### src/rtl/clock_pkg.sv
// Shared encodings, field widths and limits for the digital clock front panel.
// Imported by clock_field_editor and clock_mode_ctrl.
package clock_pkg;

    localparam int HOURS_W   = 5;
    localparam int MINS_W    = 6;
    localparam int SECS_W    = 6;
    localparam int HOURS_MAX = 23;
    localparam int MS_MAX    = 59;

    typedef enum logic [1:0] {
        MODE_RUN       = 2'd0,
        MODE_SET_TIME  = 2'd1,
        MODE_SET_ALARM = 2'd2,
        MODE_STOPWATCH = 2'd3
    } mode_e;

    typedef enum logic [1:0] {
        FIELD_H = 2'd0,
        FIELD_M = 2'd1,
        FIELD_S = 2'd2
    } field_e;

    function automatic mode_e next_mode(input mode_e m);
        case (m)
            MODE_RUN:       return MODE_SET_TIME;
            MODE_SET_TIME:  return MODE_SET_ALARM;
            MODE_SET_ALARM: return MODE_STOPWATCH;
            default:        return MODE_RUN;
        endcase
    endfunction

    function automatic field_e next_field(input field_e f);
        case (f)
            FIELD_H: return FIELD_M;
            FIELD_M: return FIELD_S;
            default: return FIELD_H;
        endcase
    endfunction

    // Limit is checked before adding, so an out-of-range value can never be produced.
    function automatic logic [5:0] wrap_inc(input logic [5:0] value, input logic [5:0] max);
        return (value >= max) ? 6'd0 : value + 6'd1;
    endfunction

endpackage

### src/rtl/clock_field_editor.sv
// Hours/minutes/seconds register set with parallel load and a wrapping
// increment of the selected field; used for both the time edit and the alarm.
module clock_field_editor
    import clock_pkg::*;
(
    input  logic               clk,
    input  logic               reset,
    input  logic               load,
    input  logic [HOURS_W-1:0] load_hours,
    input  logic [MINS_W-1:0]  load_mins,
    input  logic [SECS_W-1:0]  load_secs,
    input  logic               inc,
    input  field_e             field,
    output logic [HOURS_W-1:0] hours,
    output logic [MINS_W-1:0]  mins,
    output logic [SECS_W-1:0]  secs
);

    // NOTE: sequential state uses <= so every register samples pre-edge values.
    always_ff @(posedge clk) begin
        if (!reset) begin
            hours <= '0;
            mins  <= '0;
            secs  <= '0;
        end else if (load) begin
            hours <= load_hours;
            mins  <= load_mins;
            secs  <= load_secs;
        end else if (inc) begin
            case (field)
                FIELD_H: hours <= HOURS_W'(wrap_inc(6'(hours), 6'(HOURS_MAX)));
                FIELD_M: mins  <= MINS_W'(wrap_inc(6'(mins), 6'(MS_MAX)));
                FIELD_S: secs  <= SECS_W'(wrap_inc(6'(secs), 6'(MS_MAX)));
                default: ;
            endcase
        end
    end

endmodule

### src/rtl/clock_mode_ctrl.sv
// Front-panel controller: mode sequencing, time/alarm field edits, stopwatch
// controls and the alarm buzzer. Optional snooze is built with CLOCK_SNOOZE_EN.
module clock_mode_ctrl
    import clock_pkg::*;
#(
    parameter int BUZZ_SECS = 30
`ifdef CLOCK_SNOOZE_EN
    , parameter int SNOOZE_SECS = 300
`endif
) (
    input  logic               clk,
    input  logic               reset,
    input  logic               btn_mode,
    input  logic               btn_sel,
    input  logic               btn_inc,
    input  logic               tick_1hz,
    input  logic [HOURS_W-1:0] cur_hours,
    input  logic [MINS_W-1:0]  cur_mins,
    input  logic [SECS_W-1:0]  cur_secs,
    output logic [1:0]         mode,
    output logic [1:0]         field,
    output logic [HOURS_W-1:0] edit_hours,
    output logic [MINS_W-1:0]  edit_mins,
    output logic [SECS_W-1:0]  edit_secs,
    output logic               load_time,
    output logic               time_run,
    output logic [HOURS_W-1:0] alarm_hours,
    output logic [MINS_W-1:0]  alarm_mins,
    output logic [SECS_W-1:0]  alarm_secs,
    output logic               alarm_armed,
    output logic               sw_run,
    output logic               sw_clear,
    output logic               buzzer
);

    localparam int                BUZZ_W    = $clog2(BUZZ_SECS + 2);
    localparam logic [BUZZ_W-1:0] BUZZ_LOAD = BUZZ_W'(BUZZ_SECS);

    mode_e             mode_q, mode_d;
    field_e            field_q, field_d;
    logic              load_time_d, time_run_d, alarm_armed_d, sw_run_d, sw_clear_d;
    logic              buzzer_d;
    logic [BUZZ_W-1:0] buzz_cnt, buzz_cnt_d;
    logic              match, match_q, trigger, consumed, any_btn;
    logic              do_mode, do_sel, do_inc;
    logic              edit_load, edit_inc, alarm_inc;

`ifdef CLOCK_SNOOZE_EN
    localparam int                  SNOOZE_W    = $clog2(SNOOZE_SECS + 2);
    localparam logic [SNOOZE_W-1:0] SNOOZE_LOAD = SNOOZE_W'(SNOOZE_SECS);

    logic                snoozing, snoozing_d;
    logic [SNOOZE_W-1:0] snooze_cnt, snooze_cnt_d;
`endif

    assign mode  = mode_q;
    assign field = field_q;

    assign any_btn = btn_mode | btn_sel | btn_inc;
    assign match   = alarm_armed && (cur_hours == alarm_hours) &&
                     (cur_mins == alarm_mins) && (cur_secs == alarm_secs);
    assign trigger = match && !match_q &&
                     (mode_q != MODE_SET_TIME) && (mode_q != MODE_SET_ALARM);

    // A press that starts, cancels or snoozes the buzzer takes no other action.
`ifdef CLOCK_SNOOZE_EN
    assign consumed = trigger || buzzer || (snoozing && (btn_mode || btn_sel));
`else
    assign consumed = trigger || buzzer;
`endif

    assign do_mode = btn_mode && !consumed;
    assign do_sel  = btn_sel && !btn_mode && !consumed;
    assign do_inc  = btn_inc && !btn_mode && !btn_sel && !consumed;

    assign edit_load = do_mode && (mode_q == MODE_RUN);
    assign edit_inc  = do_inc && (mode_q == MODE_SET_TIME);
    assign alarm_inc = do_inc && (mode_q == MODE_SET_ALARM);

    clock_field_editor u_edit (
        .clk        (clk),
        .reset      (reset),
        .load       (edit_load),
        .load_hours (cur_hours),
        .load_mins  (cur_mins),
        .load_secs  (cur_secs),
        .inc        (edit_inc),
        .field      (field_q),
        .hours      (edit_hours),
        .mins       (edit_mins),
        .secs       (edit_secs)
    );

    clock_field_editor u_alarm (
        .clk        (clk),
        .reset      (reset),
        .load       (1'b0),
        .load_hours ('0),
        .load_mins  ('0),
        .load_secs  ('0),
        .inc        (alarm_inc),
        .field      (field_q),
        .hours      (alarm_hours),
        .mins       (alarm_mins),
        .secs       (alarm_secs)
    );

    // NOTE: every variable gets a default first, so no path can infer a latch.
    always_comb begin
        mode_d        = mode_q;
        field_d       = field_q;
        load_time_d   = 1'b0;
        time_run_d    = time_run;
        alarm_armed_d = alarm_armed;
        sw_run_d      = sw_run;
        sw_clear_d    = 1'b0;

        if (do_mode) begin
            mode_d  = next_mode(mode_q);
            field_d = FIELD_H;
            case (mode_q)
                MODE_RUN:       time_run_d = 1'b0;
                MODE_SET_TIME: begin
                    load_time_d = 1'b1;
                    time_run_d  = 1'b1;
                end
                MODE_SET_ALARM: alarm_armed_d = 1'b1;
                default:        ;
            endcase
        end else if (do_sel) begin
            if (mode_q == MODE_SET_TIME || mode_q == MODE_SET_ALARM)
                field_d = next_field(field_q);
            else if (mode_q == MODE_STOPWATCH && !sw_run)
                sw_clear_d = 1'b1;
        end else if (do_inc && mode_q == MODE_STOPWATCH) begin
            sw_run_d = !sw_run;
        end
    end

`ifdef CLOCK_SNOOZE_EN
    always_comb begin
        buzzer_d     = buzzer;
        buzz_cnt_d   = buzz_cnt;
        snoozing_d   = snoozing;
        snooze_cnt_d = snooze_cnt;

        if (trigger) begin
            buzzer_d     = 1'b1;
            buzz_cnt_d   = BUZZ_LOAD;
            snoozing_d   = 1'b0;
            snooze_cnt_d = '0;
        end else if (buzzer) begin
            if (btn_inc && !btn_mode && !btn_sel) begin
                buzzer_d     = 1'b0;
                buzz_cnt_d   = '0;
                snoozing_d   = 1'b1;
                snooze_cnt_d = SNOOZE_LOAD;
            end else if (any_btn) begin
                buzzer_d   = 1'b0;
                buzz_cnt_d = '0;
            end else if (buzz_cnt == '0) begin
                buzzer_d = 1'b0;
            end else if (tick_1hz) begin
                buzz_cnt_d = buzz_cnt - BUZZ_W'(1);
            end
        end else if (snoozing) begin
            if (btn_mode || btn_sel) begin
                snoozing_d   = 1'b0;
                snooze_cnt_d = '0;
            end else if (snooze_cnt == '0) begin
                snoozing_d = 1'b0;
                buzzer_d   = 1'b1;
                buzz_cnt_d = BUZZ_LOAD;
            end else if (tick_1hz) begin
                snooze_cnt_d = snooze_cnt - SNOOZE_W'(1);
            end
        end
    end

    always_ff @(posedge clk) begin
        if (!reset) begin
            snoozing   <= 1'b0;
            snooze_cnt <= '0;
        end else begin
            snoozing   <= snoozing_d;
            snooze_cnt <= snooze_cnt_d;
        end
    end
`else
    always_comb begin
        buzzer_d   = buzzer;
        buzz_cnt_d = buzz_cnt;

        if (trigger) begin
            buzzer_d   = 1'b1;
            buzz_cnt_d = BUZZ_LOAD;
        end else if (buzzer) begin
            if (any_btn) begin
                buzzer_d   = 1'b0;
                buzz_cnt_d = '0;
            end else if (buzz_cnt == '0) begin
                buzzer_d = 1'b0;
            end else if (tick_1hz) begin
                buzz_cnt_d = buzz_cnt - BUZZ_W'(1);
            end
        end
    end
`endif

    // Reset is synchronous: pending edits are simply dropped on the resetting edge.
    always_ff @(posedge clk) begin
        if (!reset) begin
            mode_q      <= MODE_RUN;
            field_q     <= FIELD_H;
            load_time   <= 1'b0;
            time_run    <= 1'b1;
            alarm_armed <= 1'b0;
            sw_run      <= 1'b0;
            sw_clear    <= 1'b0;
            buzzer      <= 1'b0;
            buzz_cnt    <= '0;
            match_q     <= 1'b0;
        end else begin
            mode_q      <= mode_d;
            field_q     <= field_d;
            load_time   <= load_time_d;
            time_run    <= time_run_d;
            alarm_armed <= alarm_armed_d;
            sw_run      <= sw_run_d;
            sw_clear    <= sw_clear_d;
            buzzer      <= buzzer_d;
            buzz_cnt    <= buzz_cnt_d;
            match_q     <= match;
        end
    end

endmodule

### config.mk
export PLATFORM = sky130hd
export DESIGN_NAME = clock_mode_ctrl
export DESIGN_NICKNAME = d
export VERILOG_FILES = /design/src/rtl/clock_pkg.sv /design/src/rtl/clock_field_editor.sv /design/src/rtl/clock_mode_ctrl.sv
export SDC_FILE = /design/constraint.sdc
export NUM_CORES = 1
export LEC_CHECK = 0
export ABC_AREA = 1
export BUFFER_PORTS_ARGS = -buffer_cell sky130_fd_sc_hd__buf_4
export CORE_ASPECT_RATIO = 1.2
export CORE_UTILIZATION = 40
export DETAILED_ROUTE_END_ITERATION = 6
export GPL_TIMING_DRIVEN = 0
export SLEW_MARGIN = 40
export SYNTH_ARGS = -nofsm -noshare
export SYNTH_HDL_FRONTEND = slang
export SYNTH_SLANG_ARGS = --single-unit
### constraint.sdc
create_clock -name clk -period 4.2 [get_ports clk]
set_input_delay 1.26 -clock clk [delete_from_list [all_inputs] [get_ports clk]]
set_output_delay 1.26 -clock clk [all_outputs]
set_load 0.03 [all_outputs]
* Word level (Yosys, flattened, before mapping)
Cells that the tools add are included.
** Storage, ports and cells
- Logic and storage cells :: 127
- Flip-flop bits (word level) :: 50
- Output and inout port bits :: 44
** Operators by class
- Eq/ne operators :: 12
- Bitwise gates (word level) :: 5
- Add/subtract/negate cells :: 7
- Order comparisons :: 6
- Reduce and logical (&&, ||, !) cells :: 51
- Muxes and demuxes :: 29
** Operator list (count)
- 6-bit 2-to-1 mux :: 10
- 5-bit 2-to-1 mux :: 10
- 6-bit by 1-bit adder with 6-bit output, second input constant :: 4
- 6-bit greater-or-equal comparator, second input constant :: 4
- 2-bit AND reduction :: 10
- 1-bit logical AND :: 17
- 2-bit nonzero test :: 7
- 6-bit equality test :: 2
- 5-bit by 1-bit adder with 5-bit output, second input constant :: 2
- 5-bit greater-or-equal comparator, second input constant :: 2
- 3-bit AND reduction :: 3
- 2-bit equality test, second input constant :: 3
- 1-bit 2-to-1 mux :: 6
- 2-bit case mux with 3 select lines :: 1
- 5-bit equality test :: 1
- 1-bit logical NOT :: 5
- 5-bit logical NOT :: 1
- 5-bit by 1-bit subtractor with 5-bit output, second input constant :: 1
- 2-bit by 1-bit equality test with 1-bit output, second input constant :: 2
- 2-bit logical NOT :: 2
- 2-bit != test, second input constant :: 2
- 2-bit case mux with 2 select lines :: 1
- 2-bit OR reduction :: 2
- 4-bit OR reduction :: 1
- 7 further kinds :: 11

* Longest topological paths before layout
Gate-level depths: netlist of the first run.
- Depth in word-level cells :: 13
- Gate-level depth with buffers :: 16

* Hierarchy
Synthesis of the first run repeated with hierarchy kept, for this count alone.
** Unflattened totals
- Cell total of the unflattened synthesis :: 584
- Area total of the unflattened synthesis :: 3632.2 µm²
** By module, submodules not included
- clock_field_editor :: cells each 189, area each 1179.9 µm², times used 2, sequential area each 340.3 µm²
- clock_mode_ctrl :: cells each 206, area each 1272.5 µm², times used 1, sequential area each 320.3 µm²

* Worst setup path before layout of the first run
OpenSTA, ideal clock, no wires.
- Kind :: input -> register
- Start point :: input cur_hours[3]
- End point :: register u_edit.mins[4]
- Stages on the path :: 15
- Data arrival time :: 2418 ps
- Setup slack :: 1669 ps
- Buffers on the path :: 2
- Setup time :: 113 ps
- Cells stage by stage :: inv_1 > nand2_1 > nand2_1 > nor2_1 > nand3_1 > nor2_1 > nand3_2 > nand4_2 > buf_6 > nand2_4 > nand2_2 > buf_6 > nand2_1 > nand2_1 > nor2_1
** Between the ends
- Longest elaborated chain between the ends :: 13
- Elaborated cells on any way between the ends :: 17
- Classes of those cells :: eq/ne: 1; mux: 1; reduce/logical: 15
** Ends and longest elaborated chain
- start, declared :: line clock_mode_ctrl.sv:17 : input logic [HOURS_W-1:0] cur_hours,
- 5-bit equality test (*) :: line clock_mode_ctrl.sv:60 : assign match = alarm_armed && (cur_hours == alarm_hours) &&
- 1-bit logical AND (*) (2 in series) :: line clock_mode_ctrl.sv:60
- 1-bit logical AND (*) :: line clock_mode_ctrl.sv:61 : (cur_mins == alarm_mins) && (cur_secs == alarm_secs);
- 1-bit logical AND (*) (2 in series) :: line clock_mode_ctrl.sv:62 : assign trigger = match && !match_q &&
- 1-bit logical AND (*) :: line clock_mode_ctrl.sv:63 : (mode_q != MODE_SET_TIME) && (mode_q != MODE_SET_ALARM);
- 1-bit logical OR (*) :: line clock_mode_ctrl.sv:69 : assign consumed = trigger || buzzer;
- 1-bit logical NOT (*) :: line clock_mode_ctrl.sv:72, clock_mode_ctrl.sv:74
- 1-bit logical AND, on equally long branches :: line clock_mode_ctrl.sv:72, clock_mode_ctrl.sv:74
- 1-bit logical AND, on equally long branches :: line clock_mode_ctrl.sv:76, clock_mode_ctrl.sv:77
- 2-bit nonzero test (no line)
- 2-bit AND reduction (no line)
- end signal, assigned :: line clock_field_editor.sv:27 : mins <= load_mins;
- end signal, assigned :: line clock_field_editor.sv:32 : FIELD_M: mins <= MINS_W'(wrap_inc(6'(mins), 6'(MS_MAX)));
- end, declared :: line clock_field_editor.sv:15 : output logic [MINS_W-1:0] mins,
Every way passes the cells marked *; elsewhere a longest branch is shown, timed or not.
A chain may end at the register's enable or synchronous reset.

* Worst setup path after layout of the first run
- Start point :: input cur_secs[2]
- End point :: register u_edit.secs[3]
** Between the ends
- Longest elaborated chain between the ends :: 11
- Elaborated cells on any way between the ends :: 15
- Classes of those cells :: eq/ne: 1; mux: 1; reduce/logical: 13
** Ends and longest elaborated chain
- start, declared :: line clock_mode_ctrl.sv:19 : input logic [SECS_W-1:0] cur_secs,
- 6-bit equality test (*) :: line clock_mode_ctrl.sv:61
- 1-bit logical AND (*) :: line clock_mode_ctrl.sv:61
- 1-bit logical AND (*) (2 in series) :: line clock_mode_ctrl.sv:62
- 1-bit logical AND (*) :: line clock_mode_ctrl.sv:63
- 1-bit logical OR (*) :: line clock_mode_ctrl.sv:69
- 1-bit logical NOT (*) :: line clock_mode_ctrl.sv:72, clock_mode_ctrl.sv:74
- 1-bit logical AND, on equally long branches :: line clock_mode_ctrl.sv:72, clock_mode_ctrl.sv:74
- 1-bit logical AND, on equally long branches :: line clock_mode_ctrl.sv:76, clock_mode_ctrl.sv:77
- 2-bit nonzero test (no line)
- 2-bit AND reduction (no line)
- end signal, assigned :: line clock_field_editor.sv:28 : secs <= load_secs;
- end signal, assigned :: line clock_field_editor.sv:33 : FIELD_S: secs <= SECS_W'(wrap_inc(6'(secs), 6'(MS_MAX)));
- end, declared :: line clock_field_editor.sv:16 : output logic [SECS_W-1:0] secs
Marked as above.

==> results of run 1 <==
worst paths after layout:
kind	start	to	slack, ns	cells past startpoint
worst max-delay path	cur_secs[2]	u_edit.secs[3]$_SDFFE_PN0P_	1.57	15
worst min-delay path	buzz_cnt[0]$_SDFFE_PP0P_	buzz_cnt[0]$_SDFFE_PP0P_	0.43	1
worst max register to register	mode[0]$_SDFFE_PN0P_	u_edit.mins[0]$_SDFFE_PN0P_	2.11	12
worst min register to register	buzz_cnt[0]$_SDFFE_PP0P_	buzz_cnt[0]$_SDFFE_PP0P_	0.43	1
critical path, stage by stage:
cell and delay [ns]:
buf_4 0.12, inv_1 0.08, nand2_1 0.07, o21ai_0 0.08, inv_1 0.06, nand3_1 0.06, nor2_1 0.06, nand3_2 0.13
nand3_1 0.12, nor2_1 0.29, buf_4 0.24, nand2_1 0.09, nand2_1 0.07, nor2_1 0.04, nor2_1 0.10
through the flow:
stage | util, % | area [sq um] | total power [mW] | hold slack [ns] | instances
detailed placement | 49.1 | 4000 | 0.856 | 0.421 | 733
global placement | 49.1 | 4000 | 0.853 | 0.414 | 733
finish | 50.2 | 4090 | 1.14 | 0.433 | 741
global route | 50.2 | 4090 | 1.21 | 0.445 | 741
CTS | 50.2 | 4090 | 1.16 | 0.434 | 741
floorplan | - | 3360 | 0.746 | 0.404 | 553
power groups by stage:
stage	clock [mW]	combinational (mW)	sequential [mW]
2_1_floorplan	0	0.168	0.578
3_3_place_gp	0	0.319	0.534
3_5_place_dp	0	0.322	0.535
4_1_cts	0.312	0.323	0.524
5_1_grt	0.329	0.357	0.528
6_report	0.299	0.320	0.523
cell usage in the layout, fill, tap and decap left out, drive strengths merged, types with 7 or more instances in the layout:
cell type	synthesis	routed
nand2	181	181
clkbuf	5	12
a21oi	20	20
o21ai	24	24
nand4	10	10
nor3	7	7
nand3	34	34
buf	9	75
nor2	90	90
inv	77	77
xor2	7	7
dfxtp	50	50
ha	12	12
registers in the layout (all words and copies together), names as in the netlist, 2 cells and up:
register / cells
u_alarm.hours: 5
buzz_cnt: 5
u_edit.mins: 6
mode: 2
u_alarm.mins: 6
u_alarm.secs: 6
u_edit.secs: 6
u_edit.hours: 5
field: 2
final cells by class:
cell class / count / area share [%]
timing repair buffer: 66 / 12.1
sequential: 50 / 24.5
multi-input combinational: 412 / 48.2
clock inverter: 1 / 0.122
buffer: 14 / 2.45
inverter: 77 / 7.06
tap: 114 / 3.49
clock buffer: 7 / 2.11
cell families after synthesis:
group | Yosys count
and+or+nand+nor | 333
AOI/OAI and AO/OA | 57
DFF | 50
adders and majority gates | 12
xor gates and xnor gates | 10
buffers and inverters | 91
routing by layer:
metal | track usage, % | wire length, um | vias to the layer above
met5 | 0 | 0 | -
li1 | - | - | 1878
met1 | 26.9 | 4210 | 1600
met3 | 2.99 | 338 | 7
met4 | 5.90 | 106 | 0
met2 | 39.4 | 4500 | 57
==> summary.md, run 1 <==
| Metric | Value |
|---|---|
| Status | finished, final reports clean |
| Register area | ~0.001 sq mm |
| Layout cells sized above 1 | between 10% and 20% |
| WP data arrival | around 2.9 ns |
| Critical Path Fanout Max | 10 |
| Synthesized flop and latch total | 50 |
| Maximum vdd drop | around 0.15 mV |
| Final HPWL DP | a little over 7000 um |
| Num rows | 36 |
| Longest Clk Path Bufs | 2 |
| Pwr dens | about 280 mW/mm^2 |
| Nets | 661 |
| Count of final max-slew check failures | 0 |
| Worst slew pin tran | 0.599 ns |
| Syn_nets | between 500 and 600 |
| Post-Synth XOR/XNOR Area | under 10% |
| Mux cell area share after synthesis | 0% |
| Syn Inst Count | approximately 550 |
| Total of max-cap violations | 0 |
| Port buffer count | 66 |
| Startpoint types | input pin |
| Ports | between 60 and 70 |
| Setup TNS | 0 ns |
| Post-CTS Setup Repair Bufs | 0 |
| Antenna-violating nets left | 0 |
| Sw Pwr | 0.392 mW |
| Seq/Total Area, Yosys | between 20% and 30% |
| Top post-synthesis cells by area | dfxtp_1, nand2_1, nor2_1, inv_1, nand3_1 |
| Crit. End Element | flop |
| WL per Instance | 12.4 um |
| DRT Pass-1 Iters | 5 |
| Residual DRC | 0 |
| Initial core utilization | between 40 and 50% |
| Max Fclk | about 0.38 GHz |
| Int Power | 0.751 mW |
| Post-synth EDFFs | 0 |
| Adder-cell area share of the yosys netlist | 4.47% |
| Largest net degree at the start of global routing | 15 |
| Slew headroom | 60.1% |
| Number of antenna violations at the first check in global routing | 0 |
| Final number of hold-violating endpoints | 0 |
| Remaining global-route overflow | 0 |
| # fillers | between 800 and 900 |
| Final setup violation count | 0 |
| Count leader, synth | nand2_1 |
| Layout area overhead | 21.7% |
| Fin crit share | approximately 63% |
| Synth Area in Compound Gates | about a tenth |
| Switching share of power | around a third |
| Simple-gate area share of the yosys netlist | 42.1% |
| Ys async rst share | 0% |
| Hold buffer count at cts | 0 |
| Vias/cell | 4.78 |
| DP Worst Slack | between 1 and 1.5 ns |
| Clock Power Share | between 20% and 30% |
| Die X | between 80 and 90 um |
| N_diodes | 0 |
| Sink Count | 50 |
| CTS tree | built |
| Synth Flop Type | dfxtp_1 |
| GPL Wtd Cong | between 0.8 and 0.9 |
| Fin crit period | around 2.6 ns |
| Final WL | 9150 um |
| Combinational Power Share | about 28% |
| Clock root cell | clkbuf_8 |
| Share of the synthesized area in the top cell type | around 30% |
| Via Count | roughly 3500 |
| Critical Path RT | 4.45 ns |
| RSZ-0062 raised after global routing | no |
| H-Tree Depth | 2 |
| Clk slew on worst S/H paths | approximately 0.090 ns |
| Post-CTS sizing | 0 |
| Mean area per synthesized cell | slightly above 6 sq um |
| Synth Cell Area | ~0.0034 sq mm |
| Sequential Power Share | between 40% and 50% |
| PnR worst setup slack | about 1.6 ns |
| Vias in the first global route | 3205 |
| Critical path type | in -> reg |
| Synth Warn # | 0 |
| Die H | between 100 and 150 um |
| Leakage power | about 2.1 nW |
| Synth cell types | 35 |
| Synth area leader | dfxtp_1 |
| CTS buffer count | 5 |
| Type of the worst min-delay path | reg -> reg |
| Clock skew | 0.00290 ns |
| Initial DRC count | 144 |
| Main combinational cell family by area after synthesis | simple AND/OR/NAND/NOR gates |
| Commonest cells in the netlist | nand2_1, nor2_1, inv_1 |
| First-pass GRT wire length | between 10000 and 15000 um |
| Std-Cell Core Area | 0.00815 sq mm |
| GRT Total Usage | a little over a fifth |
| Area of the multi-input gates | slightly below 0.002 sq mm |
| Die ar. | slightly below 0.009 sq mm |
| Clk_lat worst skew | approximately 0.31 ns |
No activity file was read; power rests on OpenSTA's default activity.
==> inputs of run 2 (changes only) <==
--- a/config.mk
+++ b/config.mk
@@ -5,7 +5,7 @@
 export SDC_FILE = /design/constraint.sdc
 export NUM_CORES = 1
 export LEC_CHECK = 0
-export ABC_AREA = 1
+export ABC_AREA = 0
 export BUFFER_PORTS_ARGS = -buffer_cell sky130_fd_sc_hd__buf_4
 export CORE_ASPECT_RATIO = 1.2
 export CORE_UTILIZATION = 40
==> constraint.sdc (replaced) <==
create_clock -name clk -period 2.35 [get_ports clk]
set_input_delay 0.705 -clock clk [delete_from_list [all_inputs] [get_ports clk]]
set_output_delay 0.705 -clock clk [all_outputs]
set_load 0.03 [all_outputs]
==> run 2 against run 1 <==
Compared with the run above: die area down 9.7%; non-clock buffer count up 2; wire length decreased by 6.3%; core utilization up 1.9 points; via count fell by 16%; sequential share of layout area rose by 2.0 points; register-to-register slack got worse by 2.0 ns; largest cell class unchanged; clock power rose by 110%; final area shrank 7.4%.
==> summary.md, run 2 <==
| Metric | Value |
|---|---|
| Status | finished, final reports clean |
| Critical path type | in -> reg |
| Combinational Power Share | between 20% and 30% |
| Critical R2R Capture | u_edit.hours[3]$_SDFFE_PN0P_ |
| Slowest cell on crit path | or4b_4 |
| Remaining global-route overflow | 0 |
| Final WL | 8580 um |
| First-pass GRT wire length | 13900 um |
| Port buffer count | 65 |
| Clk slew on worst S/H paths | 0.09 ns |
| Fin crit share | a little over nine tenths |
| Die X | slightly above 80 um |
| Switching share of power | between 30 and 40% |
| Clk_lat worst skew | 0.31 ns |
| CTS buffer count | 5 |
| Share of the synthesized area in the top cell type | around a third |
| DP Worst Slack | -0.414 ns |
| Setup slack, reg-to-reg | around 0.10 ns |
| Via Count | just under 3000 |
| Crit. End Element | flop |
| Critical Path RT | around 2.6 ns |
| Slew headroom | 58.1% |
| Sw Pwr | roughly 0.60 mW |
| Final number of hold-violating endpoints | 0 |
| Antenna-violating nets left | 0 |
| Count leader, synth | dfxtp_1 |
| PnR worst setup slack | roughly 0.054 ns |
| Crit path cell chain | buf_4 -> or4b_4 -> or3_4 -> or4_1 -> a31o_1 -> mux2i_1 |
| Most common cell after layout, fill and taps aside | buf_4 |
| Top post-synthesis cells by area | dfxtp_1, mux2i_1, nand2_1, ha_1, o21ai_0 |
| Final setup violation count | 0 |
| WL per Instance | between 15 and 20 um |
| Maximum vdd drop | ~0.26 mV |
| Vias/cell | 5.48 |
| Pwr dens | approximately 520 mW/mm^2 |
| Mean area per synthesized cell | about 8.1 sq um |
| Synth cell types | 52 |
| Die ar. | approximately 0.0079 sq mm |
| Placed inst area | 0.00366 sq mm |
| Seq/Total Area, Yosys | 33.1% |
| Clock Power Share | around 31% |
| Count of final max-slew check failures | 0 |
| Critical path buffers and inverters | 1 |
| Int Power | roughly 1.4 mW |
| Non-filler cells, final | between 500 and 600 |
| Hold Crit Depth | 2 |
| Vias in the first global route | roughly 2800 |
| RR Startpoint | buzzer$_SDFF_PN0_ |
| Type of the worst min-delay path | reg -> reg |
| RSZ-0062 raised after global routing | no |
| Crit path launch | btn_sel |
| Initial core utilization | between 40% and 50% |
| Total of max-cap violations | 0 |
| Most frequent cells in the layout | buf_4, nand2_1, dfxtp_1 |
| Hold path endpoint | time_run$_SDFFE_PN1P_ |
| Register area | around 0.0010 sq mm |
| Residual DRC | 0 |
| Clock root cell | clkbuf_8 |
| Final HPWL DP | roughly 6500 um |
| Nets | 484 |
| Synth Cell Area | approximately 0.0030 sq mm |
| Synth Warn # | 0 |
| GRT Total Usage | 22.7% |
| Ys async rst share | 0% |
| Initial DRC count | around 180 |
| Largest net degree at the start of global routing | 15 |
| Hold Crit Start | time_run$_SDFFE_PN1P_ |
| Hold buffer count at cts | 0 |
| Post-synth EDFFs | 0 |
| Syn_nets | between 400 and 500 |
| H-Tree Depth | 2 |
| Syn Inst Count | about 380 |
| Worst slew pin tran | 0.619 ns |
| Synth area leader | dfxtp_1 |
| N_diodes | 0 |
| Slowest Stage Delay on Critical Path | ~0.53 ns |
| Layout cells sized above 1 | approximately a fifth |
| GPL Wtd Cong | between 0.7 and 0.8 |
| WP data arrival | roughly 2.5 ns |
| Leakage power | ~1.6 nW |
| Startpoint types | input pin |
| Fin crit period | ~2.3 ns |
| Final Cell Area | 0.00379 sq mm |
| Commonest cells in the netlist | dfxtp_1, nand2_1, mux2i_1, nor2_1, o21ai_0 |
| Synth Flop Type | dfxtp_1 |
| Std-Cell Core Area | approximately 0.0073 sq mm |
| Area of the multi-input gates | about 0.0019 sq mm |
| Synthesized flop and latch total | 50 |
| Max Fclk | 0.436 GHz |
| CTS tree | built |
| Reg2Reg Depth | 5 |
| Sequential Power Share | a little under half |
| Critical Path Fanout Max | 6 |
| Die H | between 90 and 100 um |
| DRT Pass-1 Iters | 4 |
| Ports | 67 |
| Total power | just under 2 mW |
| Sink Count | 50 |
| Hold WS | ~0.5 ns |
| Layout area overhead | 25.1% |
| Num rows | 34 |
| Longest Clk Path Bufs | 2 |
| Clock skew | 0.00527 ns |
| Placed Cells | 531 |
| # fillers | 727 |
| Number of antenna violations at the first check in global routing | 0 |
| Kind of cell adding the most delay to the critical path | simple AND/OR/NAND/NOR gates |
-- run 2: area by class of cell --
cell class                      count  area share, %
Sequential cell                    50           26.5
Buffer                             13           1.45
Multi-Input combinational cell    291           50.7
Inverter                           19           1.88
Timing Repair Buffer               69           13.8
Tap cell                           90           2.97
Clock inverter                      1          0.793
Clock buffer                        7           2.01
-- run 2: per-layer routing --
layer / track usage (%) / up-vias / routed length, um
met1: 29.6 / 1399 / 3920
li1: - / 1491 / -
met5: 0 / - / 0
met3: 3.47 / 9 / 337
met4: 6.18 / 0 / 101
met2: 37.9 / 61 / 4220
-- run 2: worst register-to-register path: stages, from the launching register on --
cell     delay [ns]
dfxtp_1        0.40
or4b_4         0.62
or3_4          0.42
or4_1          0.40
a31o_1         0.23
mux2i_1        0.11
-- run 2: per-stage QoR --
stage	setup TNS (ns)	utilization [%]
after CTS	0	52.0
final	0	52.1
after floorplan	-0.163	-
after global routing	0	52.1
after detailed placement	-8.30	50.3
after global placement	-8.17	50.3
-- run 2: logic make-up (layout without fill, tap and decap cells) --
kind of cell | after synthesis | count (layout) | share of synthesized area, %
AOI/OAI and AO/OA | 81 | 81 | 17.6
xor gates and xnor gates | 18 | 18 | 5.21
adders and majority gates | 13 | 13 | 5.29
buffers and inverters | 35 | 109 | 4.50
DFF | 50 | 50 | 33.1
muxes | 25 | 25 | 8.26
and+or+nand+nor | 154 | 154 | 26.1
-- run 2: repair_timing --
item	CTS	global route
setup buffers	2	2
endpoints found under the setup margin	20	13
pin swaps	2	3
resized for setup	3	2
-- run 2: power groups by stage --
stage	sequential, mW	clock, mW	combinational [mW]
4_1_cts	0.937	0.625	0.434
3_5_place_dp	0.956	0	0.431
2_1_floorplan	1.02	0	0.200
5_1_grt	0.945	0.663	0.469
3_3_place_gp	0.956	0	0.426
6_report	0.938	0.617	0.433
-- run 2: worst max-delay path by stage --
| stage | end | slack (ns) | cells after the start |
|---|---|---|---|
| floorplan | u_edit.hours[3]$_SDFFE_PN0P_ | -0.16 | 7 |
| global placement | u_alarm.hours[0]$_SDFFE_PN0P_ | -0.42 | 7 |
| detailed placement | u_alarm.secs[3]$_SDFFE_PN0P_ | -0.41 | 7 |
| CTS | u_edit.hours[3]$_SDFFE_PN0P_ | 0.02 | 7 |
| global route | u_edit.hours[3]$_SDFFE_PN0P_ | 0.007 | 6 |
| finish | u_edit.hours[3]$_SDFFE_PN0P_ | 0.05 | 6 |
==> inputs of run 3 (changes only) <==
--- a/config.mk
+++ b/config.mk
@@ -5,7 +5,6 @@
 export SDC_FILE = /design/constraint.sdc
 export NUM_CORES = 1
 export LEC_CHECK = 0
-export ABC_AREA = 0
 export BUFFER_PORTS_ARGS = -buffer_cell sky130_fd_sc_hd__buf_4
 export CORE_ASPECT_RATIO = 1.2
 export CORE_UTILIZATION = 40
==> constraint.sdc (replaced) <==
create_clock -name clk -period 1.85 [get_ports clk]
set_input_delay 0.555 -clock clk [delete_from_list [all_inputs] [get_ports clk]]
set_output_delay 0.555 -clock clk [all_outputs]
set_load 0.03 [all_outputs]
==> run 3 against run 2 <==
Compared with the run above: clock skew increased by 0.0083 ns; register-to-register slack got worse by 0.28 ns; clock power increased by 32%; worst setup slack got worse by 0.24 ns; via count increased by 4.3%; the flow now finishes with violations (setup timing); die area unchanged; count of clock-buffer cells in the layout decreased by 1.
==> summary.md, run 3 (same netlist as run 2, synthesis figures left out) <==
| Metric | Value |
|---|---|
| Type of the worst min-delay path | reg -> reg |
| Clock root cell | clkbuf_8 |
| GPL Wtd Cong | 0.793 |
| WP data arrival | 2.28 ns |
| Final Cell Area | around 0.0042 sq mm |
| Register area | roughly 0.0010 sq mm |
| Residual DRC | 0 |
| Critical Path RT | ~2.1 ns |
| Layout Utilization | approximately three fifths |
| Critical R2R Capture | u_edit.hours[3]$_SDFFE_PN0P_ |
| Area of the multi-input gates | between 0.002 and 0.0025 sq mm |
| Port buffer count | between 60 and 70 |
| Total power | between 2 and 3 mW |
| PnR worst setup slack | -0.183 ns |
| Count of final max-slew check failures | 0 |
| Pwr dens | between 600 and 700 mW/mm^2 |
| Final WL | approximately 9200 um |
| Failing checks | setup timing |
| Layout cells sized above 1 | 29.9% |
| CTS buffer count | 5 |
| Longest Clk Path Bufs | 2 |
| Slowest cell on crit path | or4b_4 |
| Placed inst area | 0.00371 sq mm |
| Number of antenna violations at the first check in global routing | 0 |
| Num rows | 34 |
| Status | finished, violations left |
| N_diodes | 0 |
| Max Fclk | around 0.49 GHz |
| Clk slew on worst S/H paths | around 0.09 ns |
| Maximum vdd drop | approximately 0.40 mV |
| Hold Crit Start | time_run$_SDFFE_PN1P_ |
| Slew headroom | around 55% |
| Layout area overhead | 40.1% |
| Sink Count | 50 |
| Initial core utilization | 41.6% |
| Most common cell after layout, fill and taps aside | buf_4 |
| Critical path type | reg -> reg |
| Startpoint types | flop |
| Vias in the first global route | ~3000 |
| Clk_lat worst skew | 0.32 ns |
| Worst slew pin tran | 0.675 ns |
| Crit path cell chain | or4b_4 -> or3_4 -> or4_1 -> a31o_1 -> mux2i_1 |
| Setup slack, reg-to-reg | -0.18 ns |
| Die H | just under 100 um |
| First-pass GRT wire length | about 15000 um |
| Nets | 503 |
| Fin crit period | between 2 and 2.5 ns |
| Initial DRC count | around 180 |
| Crit. End Element | flop |
| Final setup violation count | 14 |
| Ports | 67 |
| RSZ-0062 raised after global routing | yes |
| Most frequent cells in the layout | buf_4, nand2_1, dfxtp_1 |
| Fin crit share | 110% |
| Slowest Stage Delay on Critical Path | about 0.57 ns |
| RR Startpoint | buzzer$_SDFF_PN0_ |
| GRT Total Usage | between 20% and 30% |
| Clock skew | 0.0136 ns |
| Total of max-cap violations | 0 |
| DRT Pass-1 Iters | 4 |
| Die ar. | slightly below 0.008 sq mm |
| Via Count | just over 3000 |
| Std-Cell Core Area | between 0.007 and 0.008 sq mm |
| Hold path endpoint | time_run$_SDFFE_PN1P_ |
| # fillers | ~660 |
| Antenna-violating nets left | 0 |
| Die X | between 80 and 90 um |
| Remaining global-route overflow | 0 |
| WL per Instance | between 15 and 20 um |
| Final number of hold-violating endpoints | 0 |
| H-Tree Depth | 2 |
| Critical Path Fanout Max | 4 |
| Leakage power | about 1.8 nW |
| CTS tree | built |
| Reg2Reg Depth | 5 |
| Hold Crit Depth | 2 |
| Vias/cell | about 5.5 |
| Largest net degree at the start of global routing | 15 |
| Final HPWL DP | about 6600 um |
==> run 3: changes by cell type in the layout (fill, tap and decap cells not counted), moves of 4 or more <==
cell	before	now
nor3_1	9	5
buf_4	69	79
buf_6	1	8
dfxtp_1	49	42
dfxtp_2	1	5
==> run 3: worst max path at each step <==
stage	startpoint	endpoint	slack (ns)	cells after the start
after detailed placement	btn_mode	u_edit.hours[3]$_SDFFE_PN0P_	-0.72	8
after CTS	btn_mode	u_edit.hours[3]$_SDFFE_PN0P_	-0.25	6
final	buzzer$_SDFF_PN0_	u_edit.hours[3]$_SDFFE_PN0P_	-0.18	5
after floorplan	btn_mode	u_edit.hours[3]$_SDFFE_PN0P_	-0.51	7
after global placement	btn_mode	u_edit.hours[3]$_SDFFE_PN0P_	-0.71	8
after global routing	buzzer$_SDFF_PN0_	u_edit.hours[3]$_SDFFE_PN0P_	-0.21	5
==> run 3: per-layer routing <==
metal	wire (um)	global-route usage [%]	vias to the layer above
met1	3940	29.7	1458
met4	214	7.69	0
met5	0	0	-
met3	462	3.29	14
met2	4600	42.8	89
li1	-	-	1525
==> run 3: worst max-delay path: cells and delay by family, from the launching register on <==
family / cells / cell delay (ns)
AND/OR/NAND/NOR: 3 / 1.33
flip-flops: 1 / 0.35
AO/OA/AOI/OAI: 1 / 0.19
multiplexers: 1 / 0.10
==> run 3: what timing repair did <==
action	4_1_cts	5_1_grt
gates cloned	1	0
gates resized for setup	35	27
setup endpoints to repair	41	44
hold buffers	0	0
pin swaps	18	14
setup buffers	18	5
==> run 3: power by group <==
part	internal, mW	total [mW]	switching (mW)
Combinational	0.316	0.680	0.364
Sequential	1.12	1.20	0.0717
Clock	0.433	0.814	0.380
Total	1.87	2.69	0.816
==> run 3: metrics by stage <==
step	instances	hold slack, ns	setup slack, ns	TNS (ns)
after floorplan	376	0.481	-0.513	-3.75
after global placement	531	0.474	-0.712	-15.70
after detailed placement	531	0.486	-0.724	-17.11
after CTS	554	0.498	-0.249	-3.87
after global routing	558	0.515	-0.213	-2.07
final	558	0.494	-0.183	-0.453
==> run 3: area by class of cell <==
cell class	count	share of cell area [%]
sequential	50	24.0
timing repair buffer	87	16.9
inverter	19	1.74
clock inverter	1	0.708
multi-input combinational	291	50.0
tap	90	2.65
buffer	14	2.06
clock buffer	6	1.95
